**src/rtl/uart_pkg.sv**
```systemverilog
// uart_pkg: shared FSM encoding and constants for the UART transmit feeder
package uart_pkg;
  typedef enum logic [1:0] {
    IDLE      = 2'd0,
    LAUNCH    = 2'd1,
    WAIT_ACT  = 2'd2,
    WAIT_DONE = 2'd3
  } state_t;
  localparam int RETRY_CYCLES  = 2;
  localparam int DEFAULT_DEPTH = 16;
endpackage

```
**src/rtl/sync_fifo.sv**
```systemverilog
// sync_fifo: byte FIFO with separate count, flush, and sticky overflow where a push at full is dropped
module sync_fifo
  import uart_pkg::*;
#(
  parameter int DEPTH  = DEFAULT_DEPTH,
  parameter int ADDR_W = $clog2(DEPTH)
) (
  input  logic              i_Clock,
  input  logic              i_Rst_n,
  input  logic              i_Wr_En,
  input  logic [7:0]        i_Wr_Data,
  input  logic              i_Rd_En,
  input  logic              i_Flush,
  input  logic              i_Clr_Ovf,
  output logic [7:0]        o_Rd_Data,
  output logic              o_Full,
  output logic              o_Empty,
  output logic [ADDR_W:0]   o_Count,
  output logic              o_Overflow
);
  logic [7:0]        mem [DEPTH];
  logic [ADDR_W-1:0] wr_ptr, rd_ptr;
  logic              push, pop;
  assign o_Full    = o_Count == (ADDR_W+1)'(DEPTH);
  assign o_Empty   = o_Count == '0;
  assign push      = i_Wr_En && !o_Full && !i_Flush;
  assign pop       = i_Rd_En && !o_Empty && !i_Flush;
  assign o_Rd_Data = o_Empty ? 8'h00 : mem[rd_ptr];
  always_ff @(posedge i_Clock)
    if (push) mem[wr_ptr] <= i_Wr_Data;
  always_ff @(posedge i_Clock or negedge i_Rst_n) begin
    if (!i_Rst_n) begin
      wr_ptr     <= '0;
      rd_ptr     <= '0;
      o_Count    <= '0;
      o_Overflow <= 1'b0;
    end else begin
      wr_ptr     <= i_Flush ? '0 : wr_ptr + ADDR_W'(push);
      rd_ptr     <= i_Flush ? '0 : rd_ptr + ADDR_W'(pop);
      o_Count    <= i_Flush ? '0 : o_Count + (ADDR_W+1)'(push) - (ADDR_W+1)'(pop);
      o_Overflow <= (i_Wr_En && o_Full && !i_Flush) || (o_Overflow && !i_Clr_Ovf);
    end
  end
endmodule

```
**src/rtl/uart_tx_feeder.sv**
```systemverilog
// uart_tx_feeder: byte FIFO and launch controller feeding a UART transmitter
module uart_tx_feeder
  import uart_pkg::*;
#(
  parameter int DEPTH  = DEFAULT_DEPTH,
  parameter int ADDR_W = $clog2(DEPTH)
) (
  input  logic              i_Clock,
  input  logic              i_Rst_n,
  input  logic              i_Wr_En,
  input  logic [7:0]        i_Wr_Data,
  input  logic              i_Flush,
  input  logic              i_Clr_Ovf,
  output logic              o_Full,
  output logic              o_Empty,
  output logic [ADDR_W:0]   o_Count,
  output logic              o_Overflow,
  output logic              o_Busy,
  output logic              o_Frame_Done,
  output logic              o_TX_DV,
  output logic [7:0]        o_TX_Byte,
  input  logic              i_TX_Active,
  input  logic              i_TX_Done
);
  localparam int RW = $clog2(RETRY_CYCLES);
  state_t        state, nxt;
  logic [RW-1:0] retry, retry_nxt;
  logic          done_q, pop, frame_done_nxt;
  sync_fifo #(.DEPTH(DEPTH), .ADDR_W(ADDR_W)) u_fifo (
    .i_Clock    (i_Clock),
    .i_Rst_n    (i_Rst_n),
    .i_Wr_En    (i_Wr_En),
    .i_Wr_Data  (i_Wr_Data),
    .i_Rd_En    (pop),
    .i_Flush    (i_Flush),
    .i_Clr_Ovf  (i_Clr_Ovf),
    .o_Rd_Data  (o_TX_Byte),
    .o_Full     (o_Full),
    .o_Empty    (o_Empty),
    .o_Count    (o_Count),
    .o_Overflow (o_Overflow)
  );
  assign o_Busy = state != IDLE || !o_Empty;
  always_comb begin
    nxt            = state;
    retry_nxt      = retry;
    pop            = 1'b0;
    frame_done_nxt = 1'b0;
    case (state)
      IDLE: nxt = (!o_Empty && !i_Flush && !i_TX_Active && !i_TX_Done) ? LAUNCH : IDLE;
      LAUNCH: begin
        nxt       = i_Flush ? IDLE : WAIT_ACT;
        retry_nxt = '0;
      end
      WAIT_ACT: begin
        pop       = i_TX_Active;
        retry_nxt = retry + 1'b1;
        nxt       = i_Flush ? IDLE : i_TX_Active ? WAIT_DONE :
                    (retry == RW'(RETRY_CYCLES - 1)) ? LAUNCH : WAIT_ACT;
      end
      WAIT_DONE: begin
        frame_done_nxt = i_TX_Done && !done_q;
        nxt            = frame_done_nxt ? IDLE : WAIT_DONE;
      end
      default: nxt = IDLE;
    endcase
  end
  always_ff @(posedge i_Clock or negedge i_Rst_n) begin
    if (!i_Rst_n) begin
      state        <= IDLE;
      retry        <= '0;
      done_q       <= 1'b0;
      o_TX_DV      <= 1'b0;
      o_Frame_Done <= 1'b0;
    end else begin
      state        <= nxt;
      retry        <= retry_nxt;
      done_q       <= i_TX_Done;
      o_TX_DV      <= nxt == LAUNCH;
      o_Frame_Done <= frame_done_nxt;
    end
  end
endmodule
```
**config.mk**
```make
export PLATFORM = sky130hd
export DESIGN_NAME = uart_tx_feeder
export DESIGN_NICKNAME = d
export VERILOG_FILES = /design/src/rtl/uart_pkg.sv /design/src/rtl/sync_fifo.sv /design/src/rtl/uart_tx_feeder.sv
export SDC_FILE = /design/constraint.sdc
export NUM_CORES = 1
export LEC_CHECK = 0
export CAP_MARGIN = 20
export CORE_MARGIN = 4
export CORE_UTILIZATION = 53
export DETAILED_ROUTE_END_ITERATION = 8
export PLACE_DENSITY_LB_ADDON = 0.08
export REMOVE_ABC_BUFFERS = 1
export SETUP_SLACK_MARGIN = 0.15
export SYNTH_ARGS = -nofsm -noshare
export SYNTH_HDL_FRONTEND = slang
export SYNTH_HIERARCHICAL = 1
export SYNTH_SLANG_ARGS = --single-unit
```
**constraint.sdc**
```tcl
create_clock -name i_Clock -period 2.45 [get_ports i_Clock]
set_clock_uncertainty 0.05 [all_clocks]
set_input_delay 0.245 -clock i_Clock [delete_from_list [all_inputs] [get_ports i_Clock]]
set_output_delay 0.245 -clock i_Clock [all_outputs]
set_load 0.1 [all_outputs]
```
## Word-level counts from Yosys, hierarchy flattened

Memory sizes are Yosys's and may differ from the RTL's.
Index checks and enable logic that the tools add are counted.

| storage, ports and cells | value |
|---|---|
| word-level logic and storage cells | 60 |
| memory bits (writable) | 128 |
| input bits | 15 |
| register bits | 20 |
| memories | 1 |

Memories:

| memory | words | width | rd ports | clocked after Yosys merged registers in | wr ports | RTL line | RTL |
|---|---|---|---|---|---|---|---|
| u_fifo.mem | 16 | 8 | 1 | 0 | 1 | sync_fifo.sv:21 | `logic [7:0] mem [DEPTH];` |

| cells by class | value |
|---|---|
| reductions and logical operators | 24 |
| mux-type cells | 16 |
| eq/ne operators | 5 |
| $add $sub $neg | 5 |

Operator list:

| operator | count |
|---|---|
| logical AND 1 bit | 11 |
| 2-to-1 mux 2 bit | 5 |
| adder 4 x 1 -> 4 bit | 2 |
| 2-to-1 mux 4 bit | 2 |
| 2-to-1 mux 8 bit | 1 |
| case mux 2 bit (4 select lines) | 1 |
| zero test 1 bit | 7 |
| adder 5 x 1 -> 5 bit | 1 |
| == test 5 bit (second input constant) | 1 |
| zero test 5 bit | 1 |
| 2-to-1 mux 1 bit | 5 |
| 2-to-1 mux 5 bit | 1 |
| subtractor 5 x 1 -> 5 bit | 1 |
| == test 2 x 1 -> 1 bit (second input constant) | 2 |
| == test 2 bit (second input constant) | 2 |
| nonzero test 2 bit | 2 |
| zero test 2 bit | 1 |
| logical OR 1 bit | 2 |
| case mux 1 bit (2 select lines) | 1 |
| adder 1 bit (second input constant) | 1 |

## Depth between registers and ports, before layout

Gate-level depths: netlist (run 1).

| logic depth | value |
|---|---|
| word-level depth | 8 |
| gate-level depth with buffers | 14 |
| depth with buffers taken out | 14 |

## Cells and area by module

The synthesis (run 1) kept the hierarchy.

By module, submodules not included:

| module | instances | cells each | area an instance (um^2) | seq. area each (um^2) |
|---|---|---|---|---|
| sync_fifo | 1 | 293 | 5760.5 | 4194.0 |
| uart_tx_feeder | 1 | 32 | 335.3 | 150.1 |

## Worst setup path before layout (run 1)

OpenSTA, ideal clock, no wires.

| timing path | value |
|---|---|
| path kind | register -> register |
| from | register u_fifo.o_Count[3] |
| to | register u_fifo.o_Count[4] |
| stages on the path, launching flop included | 14 |
| clock period less this slack | 3.986 ns |
| setup slack | -1.536 ns |
| data arrival time | 3.800 ns |
| required time | 2.265 ns |
| setup time | 0.135 ns |
| cell sequence | dfrtp_1 > inv_1 > ha_1 > nor4b_4 > nor3b_1 > ha_1 > inv_1 > ha_1 > inv_1 > fa_1 > nor2b_1 > o21bai_1 > a21oi_1 > nor3b_1 |

| between the ends | value |
|---|---|
| elaborated cells on any way between the ends | 11 |
| those cells by class | add/sub (2); eq/ne (1); mux (1); reduce/logical (7) |

RTL lines:

| element | RTL line | RTL |
|---|---|---|
| start: declaration | sync_fifo.sv:18 | `output logic [ADDR_W:0] o_Count,` |
| start signal: assignment | sync_fifo.sv:40 | `o_Count <= i_Flush ? '0 : o_Count + (ADDR_W+1)'(push) - (ADDR_W+1)'(pop);` |
| zero test 5 bit | sync_fifo.sv:25 | `assign o_Empty = o_Count == '0;` |
| net o_Empty | uart_tx_feeder.sv:15 | `output logic o_Empty,` |
| zero test 1 bit | sync_fifo.sv:27 | `assign pop = i_Rd_En && !o_Empty && !i_Flush;` |
| logical AND 1 bit (2 in a row) | sync_fifo.sv:27 |  |
| subtractor 5 x 1 -> 5 bit | sync_fifo.sv:40 |  |
| 2-to-1 mux 5 bit | sync_fifo.sv:40 |  |

The timed path passes the listed nets, and every way through them passes these cells.
A chain may end at the register's enable or synchronous reset.

## Worst setup path after layout (run 1)

| timing path | value |
|---|---|
| from | register u_fifo.o_Count[3] |
| to | output port o_TX_Byte[3] |

| between the ends | value |
|---|---|
| longest elaborated chain between the ends | 2 |

Ends and longest elaborated chain:

| element | RTL line | RTL |
|---|---|---|
| zero test 5 bit | sync_fifo.sv:25 |  |
| 2-to-1 mux 8 bit | sync_fifo.sv:28 | `assign o_Rd_Data = o_Empty ? 8'h00 : mem[rd_ptr];` |
| end: declaration | uart_tx_feeder.sv:21 | `output logic [7:0] o_TX_Byte,` |

No other way between the ends.

==> results by group, run 1 <==
Clock network
  – # H-tree levels: 4
  – Root Driver: clkbuf_16
  – CTS buffer count: 17
  – CTS tree: built
  – # clock sinks: ~150
  – CTS max path bufs: 2
  – Clock slew seen by the registers of the worst setup and hold paths: ~0.060 ns
  – Hold Buf Count CTS: 0
  – Worst-skew pair later-pin latency: between 0.4 and 0.5 ns

Place
  – Post-DP HPWL: between 7000 and 8000 µm
  – Post-Place Setup Slack: -0.303 ns
  – DP Cell Count: approximately 530
  – Final Wtd Congestion: between 0.7 and 0.8
  – Cell Area, Placed: about 0.0069 mm²
  – Port bufs: 33

Job
  – Max-Cap Viols: 0

Floorplan
  – Rows: 38
  – Die H: between 100 and 150 µm
  – Die area: between 0.01 and 0.015 mm²
  – # IOs: 34
  – Initial core utilization: between 50% and 60%
  – Die X: around 120 µm
  – Core box area: around 0.011 mm²

Global routing
  – Total track usage: between 10% and 20%
  – Gr ovfl total: 0
  – Initial antenna violation count: 0
  – Vias in the first global route: 3255
  – Largest net degree at the start of global routing: 27
  – First-pass GRT wire length: 18600 µm

Route
  – First-iteration detailed-routing DRC count: between 150 and 200
  – Post-DRT Antenna Nets: 0
  – Routed wire length: approximately 12000 µm
  – Highest Signal Layer: met4
  – Wire length per cell: about 21 µm
  – Wire length on met2: roughly 6000 µm
  – Met3 WL: 607 µm
  – Drt pass-1 iters: 4
  – Via density: about 5.6
  – WL met1: 5110 µm
  – Vias: ~3200
  – Number of remaining DRC errors: 0

Final layout
  – NumNets Final: ~450
  – Final Cell Area: ~0.0078 mm²
  – ANT cells: 0
  – Synth-to-layout area growth: 27.7%
  – Share of cells above drive strength 1: roughly two fifths
  – Final cell count without fillers: ~570

Power
  – P_leak: around 0.0027 µW
  – Logic pwr share: between 20% and 30%
  – Sw frac: slightly above 30%
  – Net Sw Power: ~2200 µW
  – Cell internal pwr: 4840 µW
  – Clock power share: 33.9%
  – Power Total: roughly 7000 µW
  – Max VDD drop: ~700 µV
  – Cell Pwr Density: 902 mW/mm²
  – Sequential share of power: between 40 and 50%

Critical path
  – CP peak stage delay: around 0.40 ns
  – Worst Setup Path Type: register to output port
  – Most frequent CP cell: buf_6
  – Crit start category: register
  – CP max FO: 6
  – CP max stage cell: dfrtp_1
  – Data arrival, critical path: around 2.2 ns
  – CP required: about 2.2 ns
  – Worst setup EP type: output port
  – Critical-path cell list: inv_2 -> ha_4 -> nor4b_4 -> buf_6 -> nor3b_4 -> buf_6 -> a22oi_2 -> o21ai_2 -> buf_12

Timing
  – Fin. Hold Viols: 0
  – Pins Over Slew Limit: 0
  – RSZ-0062 raised after global routing: true
  – Final Setup Violations: 4
  – Max Freq: just over 0.4 GHz
  – Setup ws final: -0.0348 ns
  – WHS: 0.113 ns
  – Worst slew margin: 61.1%
  – Worst slew pin tran: ~0.58 ns
  – Final period util: 101%
  – Crit path time final: 2.48 ns

Synthesis
  – Synth top area share: a little over three fifths
  – Cells after synthesis: around 330
  – Cell variety after synth: around 40
  – Most frequent cell after synthesis: edfxtp_1
  – Cell accounting for the most synthesized area: edfxtp_1
  – Yosys reg bits: around 150
  – Top_reg_cell synth: edfxtp_1
  – Post-synth top cells: 128 x edfxtp_1, 32 x mux4_2, 22 x nor2_1, 20 x dfrtp_1, 14 x ha_1
  – Synthesized area: 0.00610 mm²
  – Share of the yosys chip area belonging to registers: between 70% and 80%
  – Async SR Flop Fraction: around 14%
  – Ranking of synthesized cells by area: edfxtp_1 63%, mux4_2 12%, dfrtp_1 8.2%, ha_1 2.9%, mux2i_1 1.5%
  – Number of flops mapped to enable cells by yosys: between 100 and 150
  – Avg Inst Size Synth: ~19 µm²
  – Yosys warnings: 6

Status
  – Status: complete, but fails checks
  – Failing checks: negative setup slack

Worst hold path
  – Worst min path class: primary input to async pin
==> critical path: cells and delay by family (launching register included) <==
family,cells,cell delay (ns)
flip-flops,1,0.40
buffers and inverters,4,0.59
AO/OA/AOI/OAI,2,0.34
AND/OR/NAND/NOR,2,0.31
adder cells (fa/ha/maj),1,0.13
==> what timing repair did <==
action | CTS | global route
setup endpoints to repair | 11 | 12
pin swaps | 12 | 19
buffers inserted | 8 | 4
resized for setup | 38 | 12
gates cloned | 1 | 1
==> power by group through the flow <==
| stage | clock network (µW) | logic (µW) | registers, µW |
|---|---|---|---|
| 3_3_place_gp | 0 | 1590 | 2880 |
| 6_report | 2380 | 1810 | 2830 |
| 2_1_floorplan | 0 | 852 | 3040 |
| 3_5_place_dp | 0 | 1590 | 2880 |
| 5_1_grt | 2540 | 1880 | 2840 |
| 4_1_cts | 2420 | 1740 | 2830 |
==> per-layer routing <==
layer  global-route usage, %  up-vias
li1                        -     1476
met1                    27.1     1642
met2                    30.9       75
met3                    4.74       12
met4                    6.57        0
met5                       0        -
==> path summary, 6_finish.rpt <==
check | from | to | slack (ns) | cells after the start
max | u_fifo/o_Count[3] | o_TX_Byte[3] | -0.03 | 9
max in group asynchronous | i_Rst_n | u_fifo/rd_ptr[0] | 1.99 | 2
max reg2reg | u_fifo/o_Count[3] | u_fifo/o_Count[4] | -0.02 | 13
min in group i_Clock | i_Clr_Ovf | u_fifo/o_Overflow | 0.33 | 2
min | i_Rst_n | u_fifo/o_Count[1] | 0.11 | 2
min reg2reg | retry | retry | 0.45 | 1
==> cell type report <==
type                       count  area, µm²
multi-input combinational    151       1740
clock inverter                13        110
tap                          140        175
timing repair buffer          91        931
sequential                   148       4350
clock buffer                  18        429
inverter                      13       48.8
fill                         719       3250
==> state kept, by name, indices dropped and copies added, names as in the netlist <==
register / cells
o_TX_DV: 1
o_Frame_Done: 1
u_fifo/o_Overflow: 1
state: 2
done_q: 1
u_fifo/mem: 128
retry: 1
u_fifo/wr_ptr: 4
u_fifo/o_Count: 5
u_fifo/rd_ptr: 4
==> placed cells by master, fill, tap and decap left out, types with 7 or more instances in the layout <==
cell / synthesis / routed
a22oi_2: 0 / 8
buf_12: 2 / 11
buf_4: 0 / 54
buf_6: 2 / 10
clkbuf_16: 0 / 18
clkdlybuf4s50_1: 0 / 14
dfrtp_1: 20 / 19
edfxtp_1: 128 / 128
ha_1: 14 / 12
inv_1: 13 / 9
mux2i_1: 9 / 7
mux4_2: 32 / 32
nor2_1: 22 / 21
o21ai_2: 0 / 8
==> per-stage QoR <==
stage | TNS [ns] | util (%)
floorplan | -127.55 | -
global placement | -0.306 | 62.6
detailed placement | -0.450 | 62.6
CTS | -0.0377 | 69.6
global route | -1.05 | 70.6
finish | -0.0699 | 70.6
==> cells by family after synthesis <==
group                    Yosys count  share of synthesized area [%]
AO/OA/AOI/OAI                     27                           2.94
XOR/XNOR                           6                          0.862
adder cells (fa/ha/maj)           15                           3.20
buffers and inverters             26                           2.48
flip-flops                       148                           71.3
multiplexers                      41                           13.3
AND/OR/NAND/NOR                   62                           5.95
Power figures use the tool's default switching activity.
==> inputs of run 2 (changes only) <==
- TNS_END_PERCENT: not set -> 5
==> results by group, run 2 (synthesis results as in run 1) <==
Timing
  – Final period util: 102%
  – Max Freq: between 0.3 and 0.4 GHz
  – Worst slew pin tran: 0.606 ns
  – Crit path time final: about 2.5 ns
  – RSZ-0062 raised after global routing: true
  – Setup ws final: -0.0555 ns
  – Worst slew margin: 59.5%
  – Fin. Hold Viols: 0
  – Pins Over Slew Limit: 0
  – Final Setup Violations: 6
  – WHS: between 0.1 and 0.15 ns

Global routing
  – First-pass GRT wire length: roughly 18000 µm
  – Largest net degree at the start of global routing: 27
  – Initial antenna violation count: 0
  – Vias in the first global route: between 3000 and 4000
  – Gr ovfl total: 0
  – Total track usage: approximately 19%

Critical path
  – CP Capture Point: o_TX_Byte[3]
  – Crit start category: register
  – Critical R2R Launch: u_fifo/o_Count[2]
  – CP max FO: 6
  – Worst reg-to-reg setup slack: -0.05 ns
  – Data arrival, critical path: between 2 and 2.5 ns
  – CP Launch Point: u_fifo/o_Count[2]
  – Reg2reg end: u_fifo/o_Count[4]
  – CP required: 2.15 ns
  – Reg2Reg Depth: 13
  – Worst Setup Path Type: register to output port
  – Worst setup EP type: output port

Job
  – Max-Cap Viols: 0

Route
  – Vias: between 3000 and 4000
  – First-iteration detailed-routing DRC count: about 140
  – Routed wire length: roughly 12000 µm
  – Highest Signal Layer: met4
  – Via density: ~5.6
  – Drt pass-1 iters: 4
  – Number of remaining DRC errors: 0
  – Wire length per cell: between 20 and 25 µm
  – Met3 WL: 559 µm
  – Wire length on met2: between 5000 and 6000 µm
  – WL met1: ~5000 µm
  – Post-DRT Antenna Nets: 0

Place
  – Post-DP HPWL: about 7500 µm
  – Post-Place Setup Slack: -0.303 ns
  – DP Cell Count: 529
  – Final Wtd Congestion: roughly 0.8
  – Port bufs: 33

Final layout
  – Synth-to-layout area growth: 25.3%
  – Biggest regs: u_fifo/mem x128, u_fifo/o_Count x5
  – Commonest cells after routing, fill and taps aside: 128 x edfxtp_1, 56 x buf_4, 32 x mux4_2
  – ANT cells: 0
  – Share of cells above drive strength 1: between 30% and 40%
  – Final cell count without fillers: between 500 and 600
  – Commonest non-fill, non-tap cell in the layout: edfxtp_1
  – Largest register by flop count: u_fifo/mem
  – Max reg flops: approximately 130
  – NumNets Final: 445

Power
  – Power Total: just under 7000 µW
  – P_leak: roughly 0.0027 µW
  – Clock power share: approximately a third
  – Sequential share of power: 40.8%
  – Net Sw Power: about 2200 µW
  – Max VDD drop: just over 700 µV
  – Cell internal pwr: between 4000 and 5000 µW
  – Sw frac: 31.1%
  – Cell Pwr Density: 907 mW/mm²
  – Logic pwr share: between 20% and 30%

Clock network
  – Root Driver: clkbuf_16
  – Worst-skew pair later-pin latency: 0.42 ns
  – CTS tree: built
  – # clock sinks: 148
  – Clock slew seen by the registers of the worst setup and hold paths: approximately 0.060 ns
  – CTS buffer count: 17
  – CTS max path bufs: 2
  – # H-tree levels: 4

Worst hold path
  – Worst min path class: primary input to async pin

Status
  – Failing checks: negative setup slack
  – Status: complete, but fails checks

Floorplan
  – Die area: 0.0133 mm²
  – Core box area: between 0.01 and 0.015 mm²
  – Initial core utilization: between 50 and 60%
  – Die H: ~120 µm
  – Die X: approximately 120 µm
  – # IOs: 34
  – Rows: 38
==> run 2: power by group through the flow <==
stage	combinational (µW)	sequential, µW	clock (µW)
after floorplan	852	3040	0
after global placement	1590	2880	0
after detailed placement	1590	2880	0
after CTS	1730	2830	2420
after global routing	1800	2840	2540
final	1730	2830	2370
==> run 2: critical path, cell delays in order (launching register included) <==
cell,delay (ns)
dfrtp_1,0.39
inv_2,0.09
ha_4,0.14
nor4b_4,0.26
buf_6,0.19
nor3b_4,0.05
buf_6,0.14
a22oi_2,0.22
o21ai_2,0.12
buf_12,0.18
==> run 2: how the worst min path moves through the flow <==
stage	endpoint	cells past startpoint
final	u_fifo/o_Count[3]	2
after global routing	u_fifo/o_Count[3]	2
after CTS	u_fifo/o_Count[3]	2
after detailed placement	retry	1
after global placement	retry	1
after floorplan	done_q	0
==> run 2: per-layer routing <==
metal / vias to the layer above / global-route usage [%]
met3: 8 / 4.74
met5: - / 0
met2: 59 / 30.6
li1: 1460 / -
met4: 0 / 6.57
met1: 1638 / 26.4
==> run 2: final cells by class <==
| cell class | instances | area [µm²] |
|---|---|---|
| timing repair buffer | 84 | 806 |
| multi-input combinational | 151 | 1730 |
| fill | 739 | 3390 |
| clock inverter | 13 | 110 |
| clock buffer | 18 | 429 |
| tap | 140 | 175 |
| inverter | 13 | 48.8 |
| sequential | 148 | 4350 |
==> run 2: repair_timing <==
action                     in CTS  in global routing
hold endpoints to repair        0                  0
gates resized for setup        31                  5
hold buffers                    0                  0
pin swaps                      10                 15
setup endpoints to repair      11                 12
gates cloned                    0                  0
setup buffers                   6                  1
==> run 2: through the flow <==
stage	instance area [µm²]	utilization, %	setup TNS, ns
floorplan	5990	-	-127.55
global placement	6910	62.6	-0.306
detailed placement	6910	62.6	-0.450
CTS	7610	69.0	-0.0490
finish	7640	69.3	-0.162
global route	7640	69.3	-1.14
==> inputs of run 3 (changes only) <==
- CORE_MARGIN: 4 -> not set
==> results by group, run 3 (synthesis results as in run 1) <==
Final layout
  – Share of cells above drive strength 1: between 30% and 40%
  – Multi-input gate area: approximately 0.0018 mm²
  – Biggest regs: u_fifo/mem x128, u_fifo/o_Count x5
  – NumNets Final: approximately 440
  – Largest register by flop count: u_fifo/mem
  – Final Cell Area: around 0.0076 mm²
  – Commonest non-fill, non-tap cell in the layout: edfxtp_1
  – Commonest cells after routing, fill and taps aside: 128 x edfxtp_1, 51 x buf_4, 32 x mux4_2
  – Register Area: approximately 0.0043 mm²
  – Max reg flops: between 100 and 150
  – Layout fillers: ~730
  – Final cell count without fillers: 560
  – ANT cells: 0
  – Synth-to-layout area growth: 25.5%

Critical path
  – Crit start category: register
  – Worst Setup Path Type: register to output port
  – Data arrival, critical path: between 2 and 2.5 ns
  – Reg2Reg Depth: 13
  – Critical R2R Launch: u_fifo/o_Count[3]
  – Worst reg-to-reg setup slack: -0.03 ns
  – CP required: around 2.2 ns
  – CP max FO: 8
  – Worst setup EP type: output port
  – Reg2reg end: u_fifo/o_Count[4]

Power
  – Cell internal pwr: 4830 µW
  – Cell Pwr Density: ~910 mW/mm²
  – Sw frac: around 30%
  – Sequential share of power: 40.8%
  – Clock power share: a little over a third
  – Max VDD drop: between 800 and 900 µV
  – P_leak: 0.00266 µW
  – Net Sw Power: about 2100 µW
  – Logic pwr share: between 20% and 30%
  – Power Total: slightly below 7000 µW

Floorplan
  – # IOs: 34
  – Initial core utilization: approximately 55%
  – Rows: 38
  – Die area: 0.0119 mm²
  – Die X: roughly 110 µm
  – Core box area: 0.0110 mm²
  – Die H: 109 µm

Place
  – Port bufs: 33
  – DP Cell Count: 527
  – Final Wtd Congestion: between 0.7 and 0.8
  – Post-DP HPWL: approximately 7300 µm
  – Cell Area, Placed: between 0.006 and 0.007 mm²

Global routing
  – Gr ovfl total: 0
  – First-pass GRT wire length: between 15000 and 20000 µm
  – Vias in the first global route: about 3200
  – Initial antenna violation count: 0
  – Total track usage: a little over a fifth
  – Largest net degree at the start of global routing: 23

Worst hold path
  – Worst min path class: primary input to async pin

Route
  – Routed wire length: 11600 µm
  – Drt pass-1 iters: 4
  – Vias: approximately 3100
  – Via density: around 5.6
  – First-iteration detailed-routing DRC count: 152
  – Post-DRT Antenna Nets: 0
  – Wire length per cell: approximately 21 µm
  – Number of remaining DRC errors: 0

Clock network
  – # clock sinks: between 100 and 150
  – Worst-skew pair later-pin latency: between 0.4 and 0.5 ns
  – CTS buffer count: 17
  – CTS max path bufs: 2
  – # H-tree levels: 4
  – Root Driver: clkbuf_16
  – CTS tree: built
  – Clock slew seen by the registers of the worst setup and hold paths: 0.06 ns
  – Hold Buf Count CTS: 0

Timing
  – Crit path time final: around 2.5 ns
  – Pins Over Slew Limit: 0
  – Worst slew margin: 60.2%
  – Setup ws final: -0.0366 ns
  – WHS: about 0.12 ns
  – Worst slew pin tran: approximately 0.6 ns
  – Final Setup Violations: 6
  – Fin. Hold Viols: 0
  – Final period util: 101%
  – Max Freq: around 0.40 GHz
  – RSZ-0062 raised after global routing: true

Job
  – Max-Cap Viols: 0

Status
  – Failing checks: negative setup slack
  – Status: complete, but fails checks
[run 3: changes by cell type in the layout (fill, tap and decap cells not counted), moves of 2 or more]
cell      before  now
mux2i_4        0    4
clkbuf_1       1    3
buf_4         56   51
mux2i_1        8    3
[run 3: worst max path at each step]
stage | startpoint | endpoint | slack [ns] | cells after the start
3_3_place_gp | i_TX_Active | u_fifo/o_Count[4] | -0.25 | 12
5_1_grt | u_fifo/o_Count[3] | u_fifo/o_Count[4] | -0.18 | 13
6_report | u_fifo/o_Count[3] | o_TX_Byte[5] | -0.04 | 9
3_5_place_dp | i_TX_Active | u_fifo/o_Count[4] | -0.39 | 12
4_1_cts | u_fifo/rd_ptr[0] | o_TX_Byte[2] | -0.04 | 5
2_1_floorplan | u_fifo/o_Count[3] | u_fifo/o_Count[4] | -1.52 | 13
[run 3: metal layers]
metal,vias to the layer above,routed length (µm),track usage [%]
met2,87,5580,33.6
li1,1448,-,-
met5,-,0,0
met3,21,772,5.74
met1,1590,5010,29.8
met4,0,246,10.0
[run 3: per-stage QoR]
step           worst slack [ns]  util, %  setup TNS [ns]
5_1_grt                  -0.176     69.4          -0.997
3_5_place_dp             -0.388     62.5          -0.690
4_1_cts                 -0.0413     68.8          -0.210
3_3_place_gp             -0.245     62.5          -0.296
6_report                -0.0366     69.4          -0.128
2_1_floorplan             -1.52        -         -127.55
[run 3: area by class of cell]
cell class                 count  area share, %
clock buffer                  20           5.71
multi-input combinational    151           23.2
timing repair buffer          78           9.90
inverter                      13          0.638
tap                          140           2.29
clock inverter                10           1.44
sequential                   148           56.8
[run 3: power groups by stage]
stage | logic (µW) | registers, µW | clock network, µW
floorplan | 852 | 3040 | 0
global placement | 1580 | 2880 | 0
detailed placement | 1590 | 2880 | 0
CTS | 1690 | 2830 | 2460
global route | 1770 | 2830 | 2560
finish | 1700 | 2830 | 2410
[run 3: critical path: stages (launching register included)]
cell and delay [ns]:
dfrtp_1 0.38, inv_2 0.09, ha_4 0.14, nor4b_4 0.30, buf_6 0.17, nor2_1 0.05
buf_6 0.15, a22oi_2 0.21, o21ai_2 0.10, buf_12 0.18
[run 3: repair_timing]
action / 4_1_cts / 5_1_grt
pin swaps: 5 / 5
endpoints found under the setup margin: 12 / 12
buffers inserted: 3 / 0
resized for setup: 32 / 11
